==> src/rtl/ramp_framer_pkg.sv <==
`default_nettype none
// ============================================================================
//  Module   : ramp_framer_pkg
//  Brief    : Shared FMCW parameters, framer state encoding and helpers.
//  Revision : 1.0 - initial release
// ============================================================================
package ramp_framer_pkg;

    // FMCW chain defaults shared with the downsample stage
    localparam int c_FMCW_OW        = 14;
    localparam int c_FMCW_N_SAMPLES = 1024;
    localparam int c_FMCW_SKIP      = 16;

    localparam logic [1:0] c_ST_IDLE    = 2'd0;
    localparam logic [1:0] c_ST_SKIP    = 2'd1;
    localparam logic [1:0] c_ST_CAPTURE = 2'd2;

    typedef enum logic [1:0] {
        ST_IDLE    = c_ST_IDLE,
        ST_SKIP    = c_ST_SKIP,
        ST_CAPTURE = c_ST_CAPTURE
    } state_e;

    function automatic int clog2_min1(input int value);
        return (value > 1) ? $clog2(value) : 1;
    endfunction

endpackage
`default_nettype wire

==> src/rtl/ramp_framer_if.sv <==
`default_nettype none
// ============================================================================
//  Module   : ramp_framer_if
//  Brief    : Sample input, ramp strobe and framed output stream of the framer.
//  Revision : 1.0 - initial release
// ============================================================================
interface ramp_framer_if
    import ramp_framer_pkg::*;
#(
    parameter int OW        = c_FMCW_OW,
    parameter int N_SAMPLES = c_FMCW_N_SAMPLES
);
    localparam int c_IDX_W = $clog2(N_SAMPLES);

    logic                  ramp_start_i;
    logic                  valid_i;
    logic signed [OW-1:0]  data_i;
    logic                  ready_i;
    logic                  valid_o;
    logic signed [OW-1:0]  data_o;
    logic [c_IDX_W-1:0]    idx_o;
    logic                  last_o;
    logic                  frame_err_o;
    logic                  overflow_o;

    modport slave (
        input  ramp_start_i, valid_i, data_i, ready_i,
        output valid_o, data_o, idx_o, last_o, frame_err_o, overflow_o
    );

    modport master (
        output ramp_start_i, valid_i, data_i, ready_i,
        input  valid_o, data_o, idx_o, last_o, frame_err_o, overflow_o
    );

endinterface
`default_nettype wire

==> src/rtl/ramp_framer_sync_fifo.sv <==
`default_nettype none
// ============================================================================
//  Module   : sync_fifo
//  Brief    : Single-clock FIFO with a registered head; an entry becomes
//             visible one cycle after the edge that writes it.
//  Revision : 1.0 - initial release
// ============================================================================
module sync_fifo #(
    parameter int WIDTH = 8,
    parameter int DEPTH = 4
) (
    input  logic             clk_i,
    input  logic             rst_i,
    input  logic             i_wr_en,
    input  logic [WIDTH-1:0] i_wr_data,
    output logic             o_full,
    input  logic             i_rd_en,
    output logic             o_valid,
    output logic [WIDTH-1:0] o_data
);
    localparam int            c_AW      = $clog2(DEPTH);
    localparam logic [c_AW:0] c_PTR_ONE = (c_AW + 1)'(1);

    logic [WIDTH-1:0] r_mem [DEPTH];
    logic [c_AW:0]    r_wr_ptr;
    logic [c_AW:0]    r_rd_ptr;
    logic [c_AW:0]    w_rd_ptr_nxt;
    logic             r_valid;
    logic [WIDTH-1:0] r_data;
    logic             w_pop;
    logic             w_push;
    logic             w_head_valid;

    assign o_full       = (r_wr_ptr[c_AW] != r_rd_ptr[c_AW]) &&
                          (r_wr_ptr[c_AW-1:0] == r_rd_ptr[c_AW-1:0]);
    assign w_pop        = i_rd_en & r_valid;
    assign w_push       = i_wr_en & (~o_full | w_pop);
    assign w_rd_ptr_nxt = w_pop ? (r_rd_ptr + c_PTR_ONE) : r_rd_ptr;
    // Compare against the pre-edge write pointer so a word written this edge
    // is only presented after the following edge.
    assign w_head_valid = (w_rd_ptr_nxt != r_wr_ptr);

    always_ff @(posedge clk_i) begin
        if (w_push) begin
            r_mem[r_wr_ptr[c_AW-1:0]] <= i_wr_data;
        end
    end

    always_ff @(posedge clk_i or posedge rst_i) begin
        if (rst_i) begin
            r_wr_ptr <= '0;
            r_rd_ptr <= '0;
            r_valid  <= 1'b0;
            r_data   <= '0;
        end else begin
            if (w_push) begin
                r_wr_ptr <= r_wr_ptr + c_PTR_ONE;
            end
            r_rd_ptr <= w_rd_ptr_nxt;
            r_valid  <= w_head_valid;
            r_data   <= w_head_valid ? r_mem[w_rd_ptr_nxt[c_AW-1:0]] : '0;
        end
    end

    assign o_valid = r_valid;
    assign o_data  = r_data;

endmodule
`default_nettype wire

==> src/rtl/ramp_framer.sv <==
`default_nettype none
// ============================================================================
//  Module   : ramp_framer
//  Brief    : Cuts the decimated FMCW sample stream into fixed-length frames
//             aligned to ramp starts and buffers them for the FFT.
//  Revision : 1.0 - initial release
// ============================================================================
module ramp_framer
    import ramp_framer_pkg::*;
#(
    parameter int OW         = c_FMCW_OW,
    parameter int N_SAMPLES  = c_FMCW_N_SAMPLES,
    parameter int SKIP       = c_FMCW_SKIP,
    parameter int FIFO_DEPTH = 4
) (
    input  logic         clk_i,
    input  logic         rst_i,
    ramp_framer_if.slave bus
);
    localparam int c_IDX_W     = $clog2(N_SAMPLES);
    localparam int c_SKIP_W    = clog2_min1(SKIP);
    localparam int c_ENTRY_W   = OW + c_IDX_W + 1;
    localparam int c_SKIP_LAST = (SKIP > 0) ? SKIP - 1 : 0;

    localparam logic [c_SKIP_W-1:0] c_SKIP_END  = c_SKIP_W'(c_SKIP_LAST);
    localparam logic [c_SKIP_W-1:0] c_SKIP_ONE  = c_SKIP_W'(1);
    localparam logic [c_IDX_W-1:0]  c_IDX_LAST  = c_IDX_W'(N_SAMPLES - 1);
    localparam logic [c_IDX_W-1:0]  c_IDX_ONE   = c_IDX_W'(1);
    localparam state_e              c_ENTRY_ST  = (SKIP == 0) ? ST_CAPTURE : ST_SKIP;

    state_e                r_state;
    state_e                w_state_nxt;
    logic [c_SKIP_W-1:0]   r_skip_cnt;
    logic [c_SKIP_W-1:0]   w_skip_nxt;
    logic [c_IDX_W-1:0]    r_sample_cnt;
    logic [c_IDX_W-1:0]    w_sample_nxt;
    logic                  w_wr_req;
    logic                  w_last;
    logic                  w_wr_en;
    logic                  w_rd_en;
    logic                  w_full;
    logic                  w_ovf_set;
    logic                  r_frame_err;
    logic                  r_overflow;
    logic                  w_fifo_valid;
    logic [c_ENTRY_W-1:0]  w_fifo_dout;

    // A ramp start always wins over a coincident sample and restarts the frame.
    always_comb begin
        w_state_nxt  = r_state;
        w_skip_nxt   = r_skip_cnt;
        w_sample_nxt = r_sample_cnt;
        w_wr_req     = 1'b0;
        w_last       = 1'b0;
        if (bus.ramp_start_i) begin
            w_state_nxt  = c_ENTRY_ST;
            w_skip_nxt   = '0;
            w_sample_nxt = '0;
        end else begin
            case (r_state)
                ST_IDLE: begin
                    w_skip_nxt   = '0;
                    w_sample_nxt = '0;
                end
                ST_SKIP: begin
                    if (bus.valid_i) begin
                        if (r_skip_cnt == c_SKIP_END) begin
                            w_state_nxt = ST_CAPTURE;
                            w_skip_nxt  = '0;
                        end else begin
                            w_skip_nxt  = r_skip_cnt + c_SKIP_ONE;
                        end
                    end
                end
                ST_CAPTURE: begin
                    if (bus.valid_i) begin
                        w_wr_req = 1'b1;
                        w_last   = (r_sample_cnt == c_IDX_LAST);
                        if (w_last) begin
                            w_state_nxt  = ST_IDLE;
                            w_sample_nxt = '0;
                        end else begin
                            w_sample_nxt = r_sample_cnt + c_IDX_ONE;
                        end
                    end
                end
                default: begin
                    w_state_nxt  = ST_IDLE;
                    w_skip_nxt   = '0;
                    w_sample_nxt = '0;
                end
            endcase
        end
    end

    // A full FIFO still accepts the write when the head leaves on the same edge.
    assign w_rd_en   = w_fifo_valid & bus.ready_i;
    assign w_wr_en   = w_wr_req & (~w_full | w_rd_en);
    assign w_ovf_set = w_wr_req & w_full & ~w_rd_en;

    always_ff @(posedge clk_i or posedge rst_i) begin
        if (rst_i) begin
            r_state      <= ST_IDLE;
            r_skip_cnt   <= '0;
            r_sample_cnt <= '0;
            r_frame_err  <= 1'b0;
            r_overflow   <= 1'b0;
        end else begin
            r_state      <= w_state_nxt;
            r_skip_cnt   <= w_skip_nxt;
            r_sample_cnt <= w_sample_nxt;
            r_frame_err  <= bus.ramp_start_i & (r_state != ST_IDLE);
            if (w_ovf_set) begin
                r_overflow <= 1'b1;
            end
        end
    end

    sync_fifo #(
        .WIDTH (c_ENTRY_W),
        .DEPTH (FIFO_DEPTH)
    ) u_fifo (
        .clk_i     (clk_i),
        .rst_i     (rst_i),
        .i_wr_en   (w_wr_en),
        .i_wr_data ({bus.data_i, r_sample_cnt, w_last}),
        .o_full    (w_full),
        .i_rd_en   (bus.ready_i),
        .o_valid   (w_fifo_valid),
        .o_data    (w_fifo_dout)
    );

    assign bus.valid_o     = w_fifo_valid;
    assign bus.data_o      = w_fifo_dout[c_ENTRY_W-1 -: OW];
    assign bus.idx_o       = w_fifo_dout[c_IDX_W:1];
    assign bus.last_o      = w_fifo_dout[0];
    assign bus.frame_err_o = r_frame_err;
    assign bus.overflow_o  = r_overflow;

endmodule
`default_nettype wire

==> src/flat_wrapper.sv <==
// flat-port wrapper written by rule: the top's interface ports become plain ports
module ramp_framer_flat import ramp_framer_pkg::*;
#(
    parameter int OW         = c_FMCW_OW,
    parameter int N_SAMPLES  = c_FMCW_N_SAMPLES,
    parameter int SKIP       = c_FMCW_SKIP,
    parameter int FIFO_DEPTH = 4
)
  (clk_i, rst_i, bus_ramp_start_i, bus_valid_i, bus_data_i, bus_ready_i, bus_valid_o, bus_data_o, bus_idx_o, bus_last_o, bus_frame_err_o, bus_overflow_o);
  ramp_framer_if #(.OW(OW), .N_SAMPLES(N_SAMPLES)) bus_i ();
  input  logic clk_i;
  input  logic rst_i;
  input wire logic [$bits(bus_i.ramp_start_i)-1:0] bus_ramp_start_i;
  input wire logic [$bits(bus_i.valid_i)-1:0] bus_valid_i;
  input wire logic [$bits(bus_i.data_i)-1:0] bus_data_i;
  input wire logic [$bits(bus_i.ready_i)-1:0] bus_ready_i;
  output wire logic [$bits(bus_i.valid_o)-1:0] bus_valid_o;
  output wire logic [$bits(bus_i.data_o)-1:0] bus_data_o;
  output wire logic [$bits(bus_i.idx_o)-1:0] bus_idx_o;
  output wire logic [$bits(bus_i.last_o)-1:0] bus_last_o;
  output wire logic [$bits(bus_i.frame_err_o)-1:0] bus_frame_err_o;
  output wire logic [$bits(bus_i.overflow_o)-1:0] bus_overflow_o;
  assign bus_i.ramp_start_i = bus_ramp_start_i;
  assign bus_i.valid_i = bus_valid_i;
  assign bus_i.data_i = bus_data_i;
  assign bus_i.ready_i = bus_ready_i;
  assign bus_valid_o = bus_i.valid_o;
  assign bus_data_o = bus_i.data_o;
  assign bus_idx_o = bus_i.idx_o;
  assign bus_last_o = bus_i.last_o;
  assign bus_frame_err_o = bus_i.frame_err_o;
  assign bus_overflow_o = bus_i.overflow_o;
  ramp_framer #(.OW(OW), .N_SAMPLES(N_SAMPLES), .SKIP(SKIP), .FIFO_DEPTH(FIFO_DEPTH)) u_core (.clk_i(clk_i), .rst_i(rst_i), .bus(bus_i));
endmodule
==> config.mk <==
export PLATFORM = sky130hd
export DESIGN_NAME = ramp_framer_flat
export DESIGN_NICKNAME = d
export VERILOG_FILES = /design/src/rtl/ramp_framer_pkg.sv /design/src/rtl/ramp_framer_if.sv /design/src/rtl/ramp_framer_sync_fifo.sv /design/src/rtl/ramp_framer.sv /design/src/flat_wrapper.sv
export SDC_FILE = /design/constraint.sdc
export NUM_CORES = 1
export LEC_CHECK = 0
export CAP_MARGIN = 5
export CORE_MARGIN = 2
export CORE_UTILIZATION = 27
export DETAILED_ROUTE_END_ITERATION = 7
export SYNTH_ARGS = -nofsm -noshare
export SYNTH_HDL_FRONTEND = slang
export SYNTH_SLANG_ARGS = --single-unit
==> constraint.sdc <==
create_clock -name clk_i -period 3 [get_ports clk_i]
set_input_delay 0.3 -clock clk_i [delete_from_list [all_inputs] [get_ports clk_i]]
set_output_delay 0.3 -clock clk_i [all_outputs]
set_load 0.01 [all_outputs]
==> out/qor.csv, run 1 <==
metric,value,unit
tightest_slew,0.605,ns
portBuffers,46,
finClkSkew,0.00745,ns
core_area,0.0251,mm2
cts.htree.levels,4,
insertion_delay,0.42,ns
cts-root-buf,clkbuf_16,
required,3.09,ns
powerDensity,882,mW/mm2
max-vdd-ir-drop,613,uV
rsz0062_at_grt,no,
timing.rr.start,u_core.u_fifo.r_rd_ptr[1],
yosys_warnings,0,
viasPerCell,4.60,
synth_edf_count,100,
finalCriticalPeriod,2.34,ns
final.setup.tns,0,ns
multi_input_area,0.00249,mm2
ff_latch_area,0.00426,mm2
num_antenna_cells,0,
synthArstFlopShare,33.3,%
vias,3904,
r2r-end,u_core.u_fifo.r_mem[0][8],
r2r_cells,5,
placed_area,0.00781,mm2
postRouteAntennaNets,0,
gr-total-overflow,0,
die_x,164,um
grt_max_degree,51,
wl_per_cell,16.4,um
drc,0,
yosys-top-cells-count,"edfxtp_1, mux2i_1, dfrtp_1",
clkTransAtPathRegs,0.07,ns
final_area,0.00840,mm2
place_hpwl,9.02,mm
maxCapViolCount,0,
p_leak,3.12,nW
fin_nets,531,
fill_cells,2459,
maxSlewViolCount,0,
drive_gt1_share,16.6,%
wl,13.9,mm
netlist.area_leader.share,43.5,%
fmax,427,MHz
grt_pass1_vias,4158,
synthCells,448,
ys.flop_type,edfxtp_1,
core.rowCount,58,
holdBufCountCts,0,
start_util,27.5,%
antenna_found_initial,0,
area_growth,21.9,%
synth.distinct_cells,52,
grt_pass1_wl,22.1,mm
first_iter_violations,237,
yosysTopAreaCell,edfxtp_1,
crit_arrival,2.43,ns
hp-class,input pin to async pin,
syn_nets,474,
ys_seq_area_share,61.7,%
die_h,164,um
syn_area,0.00690,mm2
start_kind,flip-flop,
drt_pass1_iterations,6,
syn_avg_cell_area,15.4,um2
synth_area_leaders,"edfxtp_1, dfrtp_1, mux2i_1, mux4_2, nor2_1",
cp-end-kind,flip-flop,
ios,47,
cts_tree,done,
cts_resized,0,
gp_congestion,0.736,
status,"complete, no violations",
path_class,flip-flop to flip-flop,
timing.final.crit_share,78.0,%
cp_max_fo,27,
ff2ff_setup_slack,0.66,ns
cts_buffers,17,
max_slew_margin,59.6,%
hold_violations,0,
clock-sinks,150,
cts_setup_buffers,0,
die_area,0.0268,mm2
setup_viol,0,
track_usage,11.0,%
cts_max_path_buffers,2,
synth-seq-cells,150,
sequential cells by signal, summed over array words and instances, names as in the netlist:
signal / flops
u_core.bus.frame_err_o: 1
u_core.r_state: 2
u_core.u_fifo.r_mem: 100
u_core.u_fifo.o_valid: 1
u_core.u_fifo.r_rd_ptr: 3
u_core.u_fifo.r_wr_ptr: 3
u_core.r_skip_cnt: 4
u_core.u_fifo.o_data: 25
u_core.r_sample_cnt: 10
u_core.bus.overflow_o: 1
worst max-delay path by stage:
stage | slack (ns) | end | cells past startpoint | from
after global routing | 0.47 | u_core.u_fifo.r_mem[0][8] | 5 | u_core.u_fifo.r_rd_ptr[0]
after CTS | 0.64 | u_core.u_fifo.r_mem[0][8] | 5 | u_core.u_fifo.r_rd_ptr[1]
after detailed placement | 0.48 | u_core.u_fifo.r_mem[0][14] | 5 | bus_ramp_start_i
final | 0.66 | u_core.u_fifo.r_mem[0][8] | 5 | u_core.u_fifo.r_rd_ptr[1]
after global placement | 0.55 | u_core.u_fifo.r_mem[0][7] | 5 | bus_ramp_start_i
after floorplan | 0.77 | u_core.u_fifo.r_mem[3][0] | 4 | u_core.r_state[0]
metal layers:
metal,vias to the layer above,GRT usage (%),share of wire [%]
met5,-,0,0
met4,0,3.35,1.4
met3,16,3.28,4.4
met2,92,19.8,52
met1,1975,12.5,42
li1,1821,-,-
stage by stage:
stage          utilization (%)  hold WS, ns  instances  power (mW)  worst slack [ns]
2_1_floorplan                -        0.399        448        4.60             0.772
3_3_place_gp              31.1        0.517        816        5.30             0.547
3_5_place_dp              31.1        0.524        816        5.37             0.481
5_1_grt                   33.5        0.313        848        7.81             0.471
4_1_cts                   33.5        0.290        848        7.52             0.644
6_report                  33.5        0.276        848        7.41             0.660
cell usage in the layout, fill, tap and decap left out, drive strengths merged, types with 8 or more instances in the layout:
cell	synthesis	final
inv	4	11
clkdlybuf4s50	0	46
nand2	14	14
nand3	8	8
clkbuf	6	18
edfxtp	100	100
buf	20	18
dfrtp	50	50
xnor2	11	11
mux4	25	25
mux2i	100	100
nor2	37	37
o21ai	9	9
logic make-up (layout without fill, tap and decap cells):
group           Yosys count  after routing  synth area share (%)
fa+ha+maj                 7              7                  1.27
compound gates           27             27                  2.61
xor+xnor                 15             15                  2.30
mux                     126            126                  22.8
simple gates             93             93                  7.09
flops                   150            150                  61.7
buf+inv                  30            100                  2.20
critical path: stages, from the launching register on:
cell and delay (ns):
dfrtp_2 0.36, buf_4 0.40, xnor2_1 0.16, a41oi_1 0.50, and2_1 0.24, buf_4 0.31
where the power goes:
group          total [mW]  switching, mW  internal, mW
clock network        2.13          0.885          1.25
logic                2.74           1.32          1.42
registers            2.53          0.111          2.42
layout make-up:
cell class              instances  share of cell area (%)
flip-flops and latches        150                    50.6
multi-input cells             268                    29.7
well taps                     330                    4.91
inverters                       4                   0.179
repair buffers                 64                    7.53
clock inverters                14                    1.95
clock buffers                  18                    5.11
Note: power is estimated with default switching activity, not from simulation.
==> run 2: changes to the inputs <==
clock period = 2.1 ns   (was 3 ns; I/O delays follow)
==> run 2 against run 1 <==
Power up 54%. Die area unchanged. Hold slack worse by 0.22 ns. Utilization up 1.2 points. Maximum frequency up 14%. Combinational power up 65%. Critical path type unchanged. Largest cell class unchanged. Highest routed layer unchanged.
==> out/qor.csv, run 2 (synthesis results as in run 1) <==
metric,value,unit,change
place_hpwl,9.50,mm,+5.3%
gp_congestion,0.748,,+1.6%
finalNonFillerCells,858,,+1.2%
cp-end-kind,flip-flop,,
fin_nets,541,,+1.9%
cp_max_fo,10,,-63%
status,"complete, no violations",,
ff2ff_setup_slack,0.05,ns,-0.61 ns
drive_gt1_share,18.8,%,+2.1 points
crit_buf_inv,2,,unchanged
cp_top_family,simple AND/OR/NAND/NOR gates,,
gr-total-overflow,0,,unchanged
pre_cts_ws,-0.0360,ns,-0.517 ns
die_x,164,um,unchanged
viasPerCell,4.66,,+1.2%
num_antenna_cells,0,,unchanged
track_usage,11.6,%,+0.62 points
core_area,0.0251,mm2,unchanged
grt_pass1_wl,23.4,mm,+5.5%
area_growth,26.3,%,
die_h,164,um,unchanged
crit_path_end,u_core.u_fifo.o_data[24],,
power.total,11.4,mW,+54%
ios,47,,unchanged
cts.htree.levels,4,,unchanged
clkTransAtPathRegs,0.06,ns,about the same
powerDensity,1310,mW/mm2,+49%
wl_per_cell,17.2,um,+5.4%
r2r_cells,7,,+2
start_kind,flip-flop,,
largest_reg_flops,100,,unchanged
maxSlewViolCount,0,,unchanged
path_class,flip-flop to flip-flop,,
fmax,487,MHz,+14%
portBuffers,46,,unchanged
finalCriticalPeriod,2.05,ns,-0.288 ns
insertion_delay,0.42,ns,about the same
antenna_found_initial,0,,unchanged
grt_max_degree,29,,-43%
cts_buffers,17,,unchanged
cts-root-buf,clkbuf_16,,
clock-sinks,150,,unchanged
timing.rr.start,u_core.u_fifo.r_rd_ptr[1],,
wl,14.8,mm,+6.7%
cts_max_path_buffers,2,,unchanged
drc,0,,unchanged
start_util,27.5,%,unchanged
crit_arrival,2.36,ns,-0.07 ns
holdBufCountCts,0,,unchanged
hold_violations,0,,unchanged
rsz0062_at_grt,yes,,
placed_cells,823,,+0.86%
timing.final.crit_share,97.7,%,+20 points
first_iter_violations,246,,+3.8%
setup_viol,0,,unchanged
finish.utilization,34.7,%,+1.2 points
drt_pass1_iterations,5,,-1
die_area,0.0268,mm2,unchanged
cp-startpoint,u_core.u_fifo.r_rd_ptr[1],,
core.rowCount,58,,unchanged
postRouteAntennaNets,0,,unchanged
path_cells,"ha_4, and3_4, or3_4, a211oi_4, buf_4, buf_12, nor2_1",,
max-vdd-ir-drop,731,uV,+19%
fin_ws,0.0483,ns,-0.612 ns
cts_tree,done,,
tightest_slew,0.514,ns,-0.0910 ns
grt_pass1_vias,4381,,+5.4%
required,2.41,ns,-0.68 ns
p_leak,3.26,nW,+4.5%
cp_slowest_cell,dfrtp_2,,
maxCapViolCount,0,,unchanged
crit_path_max_incr_delay,0.49,ns,about the same
cp_num_cells,7,,+2
final_cell_mix,"mux2i_1, edfxtp_1, dfrtp_1",,
max_slew_margin,65.7,%,+6.0 points
r2r-end,u_core.u_fifo.o_data[24],,
hp-class,input pin to async pin,,
finClkSkew,0.00962,ns,+0.00217 ns
vias,3997,,+2.4%
-- run 2: cell type report --
class	count	area (um2)
fill	2387	16400
sequential	150	4260
multi-input combinational	268	2510
timing repair buffer	74	881
clock buffer	20	447
tap	330	413
clock inverter	12	191
inverter	4	15.0
-- run 2: worst reg2reg max path, cell delays in order, from the launching register on --
cell and delay, ns:
dfrtp_2 0.49, ha_4 0.28, and3_4 0.19, or3_4 0.37, a211oi_4 0.23, buf_4 0.17
buf_12 0.13, nor2_1 0.08
-- run 2: repair_timing --
item,CTS,global route
hold endpoints to repair,0,0
cloned,2,0
pin swaps,1,0
endpoints found under the setup margin,11,122
setup buffers,1,0
gates resized for setup,4,2
-- run 2: where the power goes --
| group | switching [mW] | internal, mW |
|---|---|---|
| Combinational | 2.08 | 2.44 |
| Clock | 1.22 | 2.05 |
| Sequential | 0.176 | 3.46 |
-- run 2: how the worst min path moves through the flow --
stage                     slack (ns)                         end  cells after the start
final                           0.06    u_core.u_fifo.o_data[11]                      2
after floorplan                 0.31  u_core.u_fifo.r_mem[0][11]                      0
after CTS                       0.07    u_core.u_fifo.o_data[13]                      2
after global placement          0.51    u_core.u_fifo.o_data[13]                      2
after global routing            0.08    u_core.u_fifo.o_data[13]                      2
after detailed placement        0.51    u_core.u_fifo.o_data[13]                      2
-- run 2: metrics by stage --
stage,cell area [um2],setup TNS [ns],hold slack [ns]
floorplan,6900,0,0.309
global placement,7970,-0.379,0.510
detailed placement,7970,-2.60,0.514
CTS,8710,0,0.0654
global route,8710,-0.00126,0.0820
finish,8710,0,0.0604
-- run 2: layer usage --
metal / share of wire, % / vias up / global-route usage [%] / routed length [um]
met5: 0 / - / 0 / 0
met2: 53 / 81 / 20.8 / 7820
met4: 1.1 / 0 / 3.59 / 164
met1: 42 / 2067 / 13.5 / 6190
li1: - / 1837 / - / -
met3: 4.1 / 12 / 3.11 / 610
==> run 3: changes to the inputs <==
GPL_ROUTABILITY_DRIVEN = 0   (was default)
SETUP_SLACK_MARGIN = 0.02   (was default)
==> run 3 against run 2 <==
Power grew 0.19%. Flip-flop and latch count is the same. Cell count grew 0.12%. Global-route usage is the same. Sequential power is essentially flat. Routed wire length shrank 0.15%. Critical path depth is the same. Via count shrank 0.50%. Register-to-register slack gained 0.04 ns. Utilization is essentially flat. Critical path type unchanged. Critical endpoint unchanged.
==> out/qor.csv, run 3 (synthesis results as in run 1) <==
metric,value,unit,change
final_area,0.00872,mm2,about the same
drt_pass1_iterations,4,,-1
required,2.40,ns,about the same
cts_tree,done,,
vias,3977,,-0.50%
portBuffers,46,,unchanged
setup_viol,0,,unchanged
whs,0.0668,ns,+0.00633 ns
place_hpwl,9.50,mm,unchanged
finClkSkew,0.0114,ns,+0.00177 ns
placed_area,0.00797,mm2,unchanged
track_usage,11.6,%,unchanged
insertion_delay,0.42,ns,about the same
ff2ff_setup_slack,0.09,ns,+0.04 ns
wl,14.8,mm,-0.15%
finalNonFillerCells,859,,+0.12%
powerDensity,1310,mW/mm2,+0.10%
maxCapViolCount,0,,unchanged
fmax,497,MHz,+2.0%
p_leak,3.27,nW,+0.15%
r2r_cells,7,,unchanged
clock-sinks,150,,unchanged
die_x,164,um,unchanged
cts_max_path_buffers,2,,unchanged
hold_violations,0,,unchanged
area_growth,26.4,%,about the same
ios,47,,unchanged
holdBufCountCts,0,,unchanged
finish.utilization,34.7,%,about the same
tightest_slew,0.504,ns,-0.00932 ns
status,"complete, no violations",,
start_kind,flip-flop,,
die_h,164,um,unchanged
start_util,27.5,%,unchanged
maxSlewViolCount,0,,unchanged
grt_pass1_wl,23.4,mm,unchanged
cp_max_fo,10,,unchanged
crit_path_end,u_core.u_fifo.o_data[24],,
cp-end-kind,flip-flop,,
cp-startpoint,u_core.u_fifo.r_rd_ptr[1],,
die_area,0.0268,mm2,unchanged
max-vdd-ir-drop,734,uV,+0.37%
num_antenna_cells,0,,unchanged
viasPerCell,4.63,,-0.62%
drive_gt1_share,18.9,%,+0.15 points
grt_pass1_vias,4381,,unchanged
fin_nets,542,,+0.18%
core_area,0.0251,mm2,unchanged
postRouteAntennaNets,0,,unchanged
pre_cts_ws,-0.0360,ns,unchanged
clkTransAtPathRegs,0.06,ns,about the same
cts-root-buf,clkbuf_16,,
r2r-end,u_core.u_fifo.o_data[24],,
cts.htree.levels,4,,unchanged
core.rowCount,58,,unchanged
gr-total-overflow,0,,unchanged
crit_arrival,2.31,ns,-0.05 ns
antenna_found_initial,0,,unchanged
largest_reg_flops,100,,unchanged
final_cell_mix,"mux2i_1, edfxtp_1, dfrtp_1",,
finalCriticalPeriod,2.01,ns,-0.0406 ns
placed_cells,823,,unchanged
drc,0,,unchanged
max_slew_margin,66.3,%,+0.62 points
rsz0062_at_grt,no,,
hp-class,input pin to async pin,,
wl_per_cell,17.2,um,-0.26%
first_iter_violations,247,,+0.41%
fin_ws,0.0889,ns,+0.0406 ns
timing.final.crit_share,95.8,%,-1.9 points
grt_max_degree,29,,unchanged
cts_buffers,17,,unchanged
timing.rr.start,u_core.u_fifo.r_rd_ptr[1],,
path_class,flip-flop to flip-flop,,
## run 3: worst max-delay path, stage by stage, from the launching register on
cell,delay [ns]
dfrtp_2,0.46
ha_4,0.27
and3_4,0.19
or3_4,0.37
a211oi_4,0.23
buf_4,0.17
buf_12,0.13
nor2_1,0.07
## run 3: per-layer routing
layer  part of all wire, %  up-vias  GRT usage, %
met5                     0        -             0
met4                  0.86        0          3.59
li1                      -     1841             -
met1                    41     2041          13.5
met3                   4.7       11          3.11
met2                    53       84          20.8
## run 3: timing repair
item,4_1_cts,5_1_grt
buffers inserted,1,1
gates cloned,2,0
gates resized for setup,4,2
endpoints found under the hold margin,0,0
pin swaps,1,0
setup endpoints to repair,11,126
## run 3: cell type report
| class | count | area [um2] |
|---|---|---|
| Timing Repair Buffer | 75 | 888 |
| Inverter | 4 | 15.0 |
| Sequential cell | 150 | 4260 |
| Clock inverter | 12 | 191 |
| Fill cell | 2387 | 16400 |
| Multi-Input combinational cell | 268 | 2510 |
| Tap cell | 330 | 413 |
| Clock buffer | 20 | 447 |
## run 3: worst min path at each step
stage          slack (ns)                    endpoint  cells after the start     startpoint
5_1_grt              0.08    u_core.u_fifo.o_data[13]                      2          rst_i
6_report             0.07    u_core.u_fifo.o_data[19]                      2          rst_i
3_3_place_gp         0.51    u_core.u_fifo.o_data[13]                      2          rst_i
3_5_place_dp         0.51    u_core.u_fifo.o_data[13]                      2          rst_i
2_1_floorplan        0.31  u_core.u_fifo.r_mem[0][11]                      0  bus_data_i[0]
4_1_cts              0.07    u_core.u_fifo.o_data[13]                      2          rst_i
## run 3: stage by stage
stage / TNS, ns / power, mW
final: 0 / 11.4
after global routing: 0 / 12.0
after CTS: 0 / 11.6
after detailed placement: -2.60 / 7.85
after global placement: -0.379 / 7.73
after floorplan: 0 / 6.57
## run 3: report_power, final
| part | internal, mW | total [mW] | switching (mW) |
|---|---|---|---|
| clock network | 2.05 | 3.26 | 1.22 |
| logic | 2.45 | 4.56 | 2.11 |
| registers | 3.46 | 3.63 | 0.167 |
